### config.mk
export PLATFORM = sky130hd
export DESIGN_NAME = program_loader_flat
export DESIGN_NICKNAME = d
export VERILOG_FILES = /design/src/rtl/program_loader_if.sv /design/src/rtl/program_loader.sv /design/src/flat_wrapper.sv
export SDC_FILE = /design/constraint.sdc
export NUM_CORES = 1
export LEC_CHECK = 0
export ABC_AREA = 1
export CELL_PAD_IN_SITES_DETAIL_PLACEMENT = 1
export CELL_PAD_IN_SITES_GLOBAL_PLACEMENT = 1
export CORE_MARGIN = 5
export CORE_UTILIZATION = 44
export CTS_BUF_LIST = sky130_fd_sc_hd__clkbuf_4 sky130_fd_sc_hd__clkbuf_8 sky130_fd_sc_hd__clkbuf_16
export CTS_CLUSTER_SIZE = 12
export DETAILED_ROUTE_END_ITERATION = 8
export HOLD_SLACK_MARGIN = 0.03
export PLACE_DENSITY_LB_ADDON = 0.12
export SETUP_SLACK_MARGIN = 0.5
export SYNTH_ARGS = -nofsm -noshare
export SYNTH_HDL_FRONTEND = slang
export SYNTH_SLANG_ARGS = --single-unit
### constraint.sdc
create_clock -name clk -period 4.3 [get_ports clk]
set_input_delay 0.43 -clock clk [delete_from_list [all_inputs] [get_ports clk]]
set_output_delay 0.43 -clock clk [all_outputs]
set_load 0.1 [all_outputs]
### src/rtl/program_loader_if.sv
// Byte-stream input and CPU program-download outputs of the program loader.
// slave: the loader itself; master: whatever feeds bytes and observes the CPU side.
interface program_loader_if;
    logic        rx_valid;
    logic [7:0]  rx_data;
    logic        download_program;
    logic [31:0] instruction_index;
    logic [15:0] program_in;
    logic        prog_we;
    logic        busy;
    logic        done;
    logic        error;

    modport slave (
        input  rx_valid, rx_data,
        output download_program, instruction_index, program_in, prog_we, busy, done, error
    );

    modport master (
        output rx_valid, rx_data,
        input  download_program, instruction_index, program_in, prog_we, busy, done, error
    );
endinterface

### src/rtl/program_loader.sv
// Parses SYNC/LEN/DATA/CHK frames from a byte stream and writes Thumb halfwords to the CPU.
// Latency: prog_we one cycle after DATA_HI is accepted. No backpressure: rx_valid bytes are consumed every cycle.
// Optional inter-byte timeout when LOADER_TIMEOUT_EN is defined.
module program_loader #(
    parameter logic [31:0] BASE_INDEX     = 32'd0,
    parameter int unsigned MAX_WORDS      = 256,
    parameter logic [7:0]  SYNC_BYTE      = 8'hA5,
    parameter int unsigned TIMEOUT_CYCLES = 1000000
) (
    input  logic             clk,
    input  logic             rst_n,
    program_loader_if.slave  lif
);

    typedef enum logic [2:0] {
        S_IDLE, S_LEN_LO, S_LEN_HI, S_DATA_LO, S_DATA_HI, S_CHECK, S_DONE, S_ERROR
    } state_t;

    state_t      state, nxt_state;
    logic [7:0]  len_lo, data_lo, xor_acc;
    logic [15:0] len, word_cnt, len_full;
    logic [31:0] index_r;
    logic [15:0] prog_r;
    logic        we_r;
    logic        busy_s;
    logic        tmo_hit;
    logic        is_sync;

    assign len_full = {lif.rx_data, len_lo};
    assign is_sync  = (lif.rx_data == SYNC_BYTE);
    assign busy_s   = (state == S_LEN_LO) || (state == S_LEN_HI) || (state == S_DATA_LO) ||
                      (state == S_DATA_HI) || (state == S_CHECK);

`ifdef LOADER_TIMEOUT_EN
    logic [31:0] tmo_cnt;

    always_ff @(posedge clk or negedge rst_n) begin
        if (!rst_n)
            tmo_cnt <= '0;
        else if (!busy_s || lif.rx_valid)
            tmo_cnt <= '0;
        else
            tmo_cnt <= tmo_cnt + 32'd1;
    end

    assign tmo_hit = busy_s && !lif.rx_valid && (tmo_cnt == 32'(TIMEOUT_CYCLES - 1));
`else
    // Without the timeout a stalled frame simply waits for more bytes.
    logic unused_tmo;
    assign unused_tmo = (TIMEOUT_CYCLES == 0);
    assign tmo_hit    = 1'b0;
`endif

    always_ff @(posedge clk or negedge rst_n) begin
        if (!rst_n)
            state <= S_IDLE;
        else
            state <= nxt_state;
    end

    always_comb begin
        nxt_state = state;
        if (tmo_hit) begin
            nxt_state = S_ERROR;
        end else if (state == S_DONE) begin
            nxt_state = S_IDLE;
        end else if (lif.rx_valid) begin
            case (state)
                S_IDLE:    if (is_sync) nxt_state = S_LEN_LO;
                S_LEN_LO:  nxt_state = S_LEN_HI;
                S_LEN_HI: begin
                    if ({16'd0, len_full} > 32'(MAX_WORDS))
                        nxt_state = S_ERROR;
                    else if (len_full == 16'd0)
                        nxt_state = S_CHECK;
                    else
                        nxt_state = S_DATA_LO;
                end
                S_DATA_LO: nxt_state = S_DATA_HI;
                S_DATA_HI: nxt_state = (16'(word_cnt + 16'd1) == len) ? S_CHECK : S_DATA_LO;
                S_CHECK:   nxt_state = (lif.rx_data == xor_acc) ? S_DONE : S_ERROR;
                S_ERROR:   if (is_sync) nxt_state = S_LEN_LO;
                default:   nxt_state = S_IDLE;
            endcase
        end
    end

    // Datapath: the write strobe is registered so the halfword lands one cycle after its high byte.
    always_ff @(posedge clk or negedge rst_n) begin
        if (!rst_n) begin
            len_lo   <= '0;
            data_lo  <= '0;
            xor_acc  <= '0;
            len      <= '0;
            word_cnt <= '0;
            index_r  <= '0;
            prog_r   <= '0;
            we_r     <= 1'b0;
        end else begin
            we_r <= 1'b0;
            if (lif.rx_valid) begin
                case (state)
                    S_IDLE, S_ERROR: begin
                        if (is_sync) begin
                            xor_acc  <= '0;
                            word_cnt <= '0;
                        end
                    end
                    S_LEN_LO: begin
                        len_lo  <= lif.rx_data;
                        xor_acc <= xor_acc ^ lif.rx_data;
                    end
                    S_LEN_HI: begin
                        len     <= len_full;
                        xor_acc <= xor_acc ^ lif.rx_data;
                    end
                    S_DATA_LO: begin
                        data_lo <= lif.rx_data;
                        xor_acc <= xor_acc ^ lif.rx_data;
                    end
                    S_DATA_HI: begin
                        xor_acc  <= xor_acc ^ lif.rx_data;
                        prog_r   <= {lif.rx_data, data_lo};
                        index_r  <= BASE_INDEX + {16'd0, word_cnt};
                        word_cnt <= word_cnt + 16'd1;
                        we_r     <= 1'b1;
                    end
                    default: ;
                endcase
            end
        end
    end

    // ERROR keeps download_program high so the CPU stays halted on a bad image.
    always_comb begin
        lif.download_program  = busy_s || (state == S_ERROR);
        lif.busy              = busy_s;
        lif.done              = (state == S_DONE);
        lif.error             = (state == S_ERROR);
        lif.prog_we           = we_r;
        lif.instruction_index = index_r;
        lif.program_in        = prog_r;
    end

endmodule

### src/flat_wrapper.sv
// flat-port wrapper written by rule: the top's interface ports become plain ports
module program_loader_flat 
#(
    parameter logic [31:0] BASE_INDEX     = 32'd0,
    parameter int unsigned MAX_WORDS      = 256,
    parameter logic [7:0]  SYNC_BYTE      = 8'hA5,
    parameter int unsigned TIMEOUT_CYCLES = 1000000
)
  (clk, rst_n, lif_rx_valid, lif_rx_data, lif_download_program, lif_instruction_index, lif_program_in, lif_prog_we, lif_busy, lif_done, lif_error);
  program_loader_if lif_i ();
  input  logic clk;
  input  logic rst_n;
  input wire logic [$bits(lif_i.rx_valid)-1:0] lif_rx_valid;
  input wire logic [$bits(lif_i.rx_data)-1:0] lif_rx_data;
  output wire logic [$bits(lif_i.download_program)-1:0] lif_download_program;
  output wire logic [$bits(lif_i.instruction_index)-1:0] lif_instruction_index;
  output wire logic [$bits(lif_i.program_in)-1:0] lif_program_in;
  output wire logic [$bits(lif_i.prog_we)-1:0] lif_prog_we;
  output wire logic [$bits(lif_i.busy)-1:0] lif_busy;
  output wire logic [$bits(lif_i.done)-1:0] lif_done;
  output wire logic [$bits(lif_i.error)-1:0] lif_error;
  assign lif_i.rx_valid = lif_rx_valid;
  assign lif_i.rx_data = lif_rx_data;
  assign lif_download_program = lif_i.download_program;
  assign lif_instruction_index = lif_i.instruction_index;
  assign lif_program_in = lif_i.program_in;
  assign lif_prog_we = lif_i.prog_we;
  assign lif_busy = lif_i.busy;
  assign lif_done = lif_i.done;
  assign lif_error = lif_i.error;
  program_loader #(.BASE_INDEX(BASE_INDEX), .MAX_WORDS(MAX_WORDS), .SYNC_BYTE(SYNC_BYTE), .TIMEOUT_CYCLES(TIMEOUT_CYCLES)) u_core (.clk(clk), .rst_n(rst_n), .lif(lif_i));
endmodule
==> impl_metrics.env <==
export IMPL_outcome="finished clean"
export IMPL_io_pins=64
export IMPL_timing_hold_worst_class="input port to asynchronous set/reset pin"
export IMPL_synth_top_family_by_area="simple AND/OR/NAND/NOR gates"
export IMPL_finalHoldViolCount=0
export IMPL_yosys_area_share_simple_pct=27.7
export IMPL_rows=38
export IMPL_cp_slowest_cell="clkdlybuf4s50_1"
export IMPL_synth_seq_area_share_pct=48.1
export IMPL_synth_cells=595
export IMPL_fin_crit_sh_pct=76.1
export IMPL_synth_cell_types=36
export IMPL_regArea_um2=2300
export IMPL_die_w_um=114
export IMPL_synthAdderAreaFrac_pct=0.261
export IMPL_grt_pass1_wl_um=21900
export IMPL_cap_violations=0
export IMPL_crit_family="buffers and inverters"
export IMPL_required_ps=3870
export IMPL_cts_tree="done"
export IMPL_rsz0062_at_grt="no"
export IMPL_critPathBufInv=2
export IMPL_clk_latency_ps=370
export IMPL_path_clk_slew_ps=90
export IMPL_start_util_pct=44.6
export IMPL_fill_cells=1349
export IMPL_root_buffer="clkbuf_8"
export IMPL_grt_usage_pct=21.0
export IMPL_synth_avg_cell_area_um2=8.05
export IMPL_fin_setup_tns_ps=0
export IMPL_cts_num_sinks=92
export IMPL_synth_seq_cells=92
export IMPL_cts_htree_levels=3
export IMPL_min_period_ps=3270
export IMPL_drtIter0Drc=208
export IMPL_r2r_slack_ps=2080
export IMPL_max_slew_margin_pct=32.5
export IMPL_synth_compound_area_share_pct=11.6
export IMPL_antenna_cells=0
export IMPL_placedInstanceArea_um2=5310
export IMPL_startpoint_type="flop"
export IMPL_grt_pass1_vias=4360
export IMPL_numCtsBuffers=9
export IMPL_path_cells="nor2_2 -> inv_1 -> nor2_2 -> nor2_2 -> nand2_1 -> or2_1 -> clkdlybuf4s50_1"
export IMPL_cts_hold_buf=0
export IMPL_drc=0
export IMPL_wl_per_cell_um=16.4
export IMPL_setup_viol=0
export IMPL_path_max_fanout=8
export IMPL_end_kind="output port"
export IMPL_hpwlAfterDp_um=9290
export IMPL_dr_pass1_iters=4
export IMPL_muxShareOfSynthArea_pct=0.235
export IMPL_yosysWarnings=0
export IMPL_grt_max_degree=60
export IMPL_areaGrowthSynthToFinish_pct=15.6
export IMPL_path_common_cell="nor2_2"
export IMPL_critPathKind="flop to output port"
export IMPL_antenna_found_initial=0
export IMPL_fp_dieArea_um2=13100
export IMPL_core_um2=10700
export IMPL_syn_area_um2=4790
export IMPL_finalInstanceArea_um2=5540
export IMPL_cp_data_arrival_time_ps=2840
export IMPL_skew_ps=13.8
export IMPL_die_y_um=114
export IMPL_drive_above_1_share_pct=7.91
export IMPL_routed_via_density=5.22
export IMPL_synth_xor_area_share_pct=2.69
export IMPL_num_vias=4097
export IMPL_postRouteAntennaNets=0
export IMPL_highest_layer="met4"
export IMPL_grt_overflow_total=0
export IMPL_tightest_slew_ps=1010
export IMPL_cts_setup_buffers=0
export IMPL_maxSlewViolCount=0
export IMPL_postRouteWirelength_um=12900
export IMPL_place_gp_congestion=0.812
export IMPL_wl_met3_um=426
export IMPL_ctsLongestPathBuffers=2
export IMPL_io_buffers=47
export IMPL_dr_wl_met2_um=6270
export IMPL_post_cts_resized=0
export IMPL_max_freq_mhz=306
export IMPL_final_nets=652
export IMPL_wl_met1_um=5970
export IMPL_critPathMaxStageDelay_ps=1120
export IMPL_multi_input_area_um2=2090
[metrics by stage]
stage / worst slack, ps / utilization, % / cells / hold WS, ps
global placement: 1500 / 49.4 / 769 / 455
finish: 1030 / 51.5 / 785 / 116
CTS: 1000 / 51.5 / 785 / 146
global route: 838 / 51.5 / 785 / 181
floorplan: 1030 / - / 610 / 134
detailed placement: 1410 / 49.4 / 769 / 463
[routing by layer]
metal | vias up | track usage [%]
met5 | - | 0
met4 | 0 | 7.05
met3 | 19 | 3.17
met2 | 69 | 35.6
met1 | 2022 | 27.7
li1 | 1987 | -
[final timing paths]
kind	start	to	depth (start not counted)
worst max-delay path	u_core.state[0]	lif_download_program	7
worst min-delay path	rst_n	u_core.lif.instruction_index[7]	1
worst max register to register	u_core.state[2]	u_core.word_cnt[15]	8
worst min register to register	u_core.lif.program_in[3]	u_core.lif.program_in[3]	2
max in group asynchronous	rst_n	u_core.xor_acc[5]	2
min in group clk	u_core.lif.program_in[3]	u_core.lif.program_in[3]	2
[cell type report]
class,count,area share (%)
Multi-Input combinational cell,421,37.8
Timing Repair Buffer,49,8.73
Tap cell,140,3.16
Inverter,67,4.59
Clock inverter,5,1.49
Sequential cell,92,41.6
Clock buffer,11,2.62
[synth_stat cells]
master | count | share of area [%]
nand3_2 | 1 | 0.21
nor3_1 | 3 | 0.31
o21ai_0 | 50 | 5.2
clkinv_1 | 1 | 0.078
a41oi_2 | 1 | 0.34
inv_2 | 3 | 0.24
nor2_2 | 6 | 0.78
xnor2_1 | 3 | 0.55
o22ai_1 | 8 | 1.0
or2_1 | 1 | 0.13
buf_6 | 1 | 0.24
conb_1 | 1 | 0.078
nand3b_1 | 5 | 0.78
nand3_1 | 53 | 5.5
o21a_1 | 1 | 0.16
xor3_1 | 1 | 0.50
mux2_2 | 1 | 0.24
nand2_1 | 180 | 14
clkbuf_1 | 8 | 0.63
nor4_1 | 1 | 0.13
buf_4 | 16 | 2.5
o21ai_1 | 12 | 1.3
a21oi_1 | 4 | 0.42
nand4_1 | 14 | 1.8
nor2_4 | 6 | 1.4
buf_8 | 1 | 0.31
ha_1 | 1 | 0.26
nor2_1 | 31 | 2.4
inv_4 | 1 | 0.13
xor2_1 | 9 | 1.6
o22ai_2 | 4 | 1.0
a21oi_4 | 3 | 1.0
buf_2 | 4 | 0.42
dfrtp_1 | 92 | 48
o21ai_2 | 6 | 1.1
inv_1 | 62 | 4.9
[cells by family (layout without fill, tap and decap cells)]
logic type,after synthesis,after routing
and+or+nand+nor,301,301
buffers and inverters,97,132
DFF,92,92
AOI/OAI and AO/OA,89,89
xor gates and xnor gates,13,13
adders and majority gates,1,1
other,1,16
muxes,1,1
[worst register-to-register path, cell delays in order (launching register included)]
cell and delay (ps):
dfrtp_1 460, inv_2 190, nor2_4 70, a21oi_4 240, a41oi_2 80, nor2_4 270
inv_4 90, a21oi_4 530, o21ai_0 160
[layout by cell type (no fill, tap or decap), types with 2 or more instances in the layout]
cell type / n
nor2_4: 6
nand4_1: 14
bufinv_16: 2
a21oi_4: 3
xnor2_1: 3
nor3_1: 3
conb_1: 16
inv_2: 3
o21ai_0: 50
o21ai_2: 6
o22ai_1: 8
nand3b_1: 5
a21oi_1: 4
nand2_1: 180
nor2_1: 31
o22ai_2: 4
o21ai_1: 12
xor2_1: 9
nand3_1: 53
clkdlybuf4s50_1: 46
inv_1: 62
nor2_2: 6
buf_4: 3
clkbuf_8: 10
dfrtp_1: 92
[sequential cells by signal, summed over array words and instances (netlist names)]
signal and count:
u_core.len_lo 8, u_core.len 16, u_core.lif.program_in 16, u_core.lif.prog_we 1, u_core.xor_acc 8, u_core.word_cnt 16, u_core.lif.instruction_index 16, u_core.state 3
u_core.data_lo 8
Power is left out: the tool's default activity adds up to more than one toggle a clock period on the data nets, which glitch-free logic cannot reach.
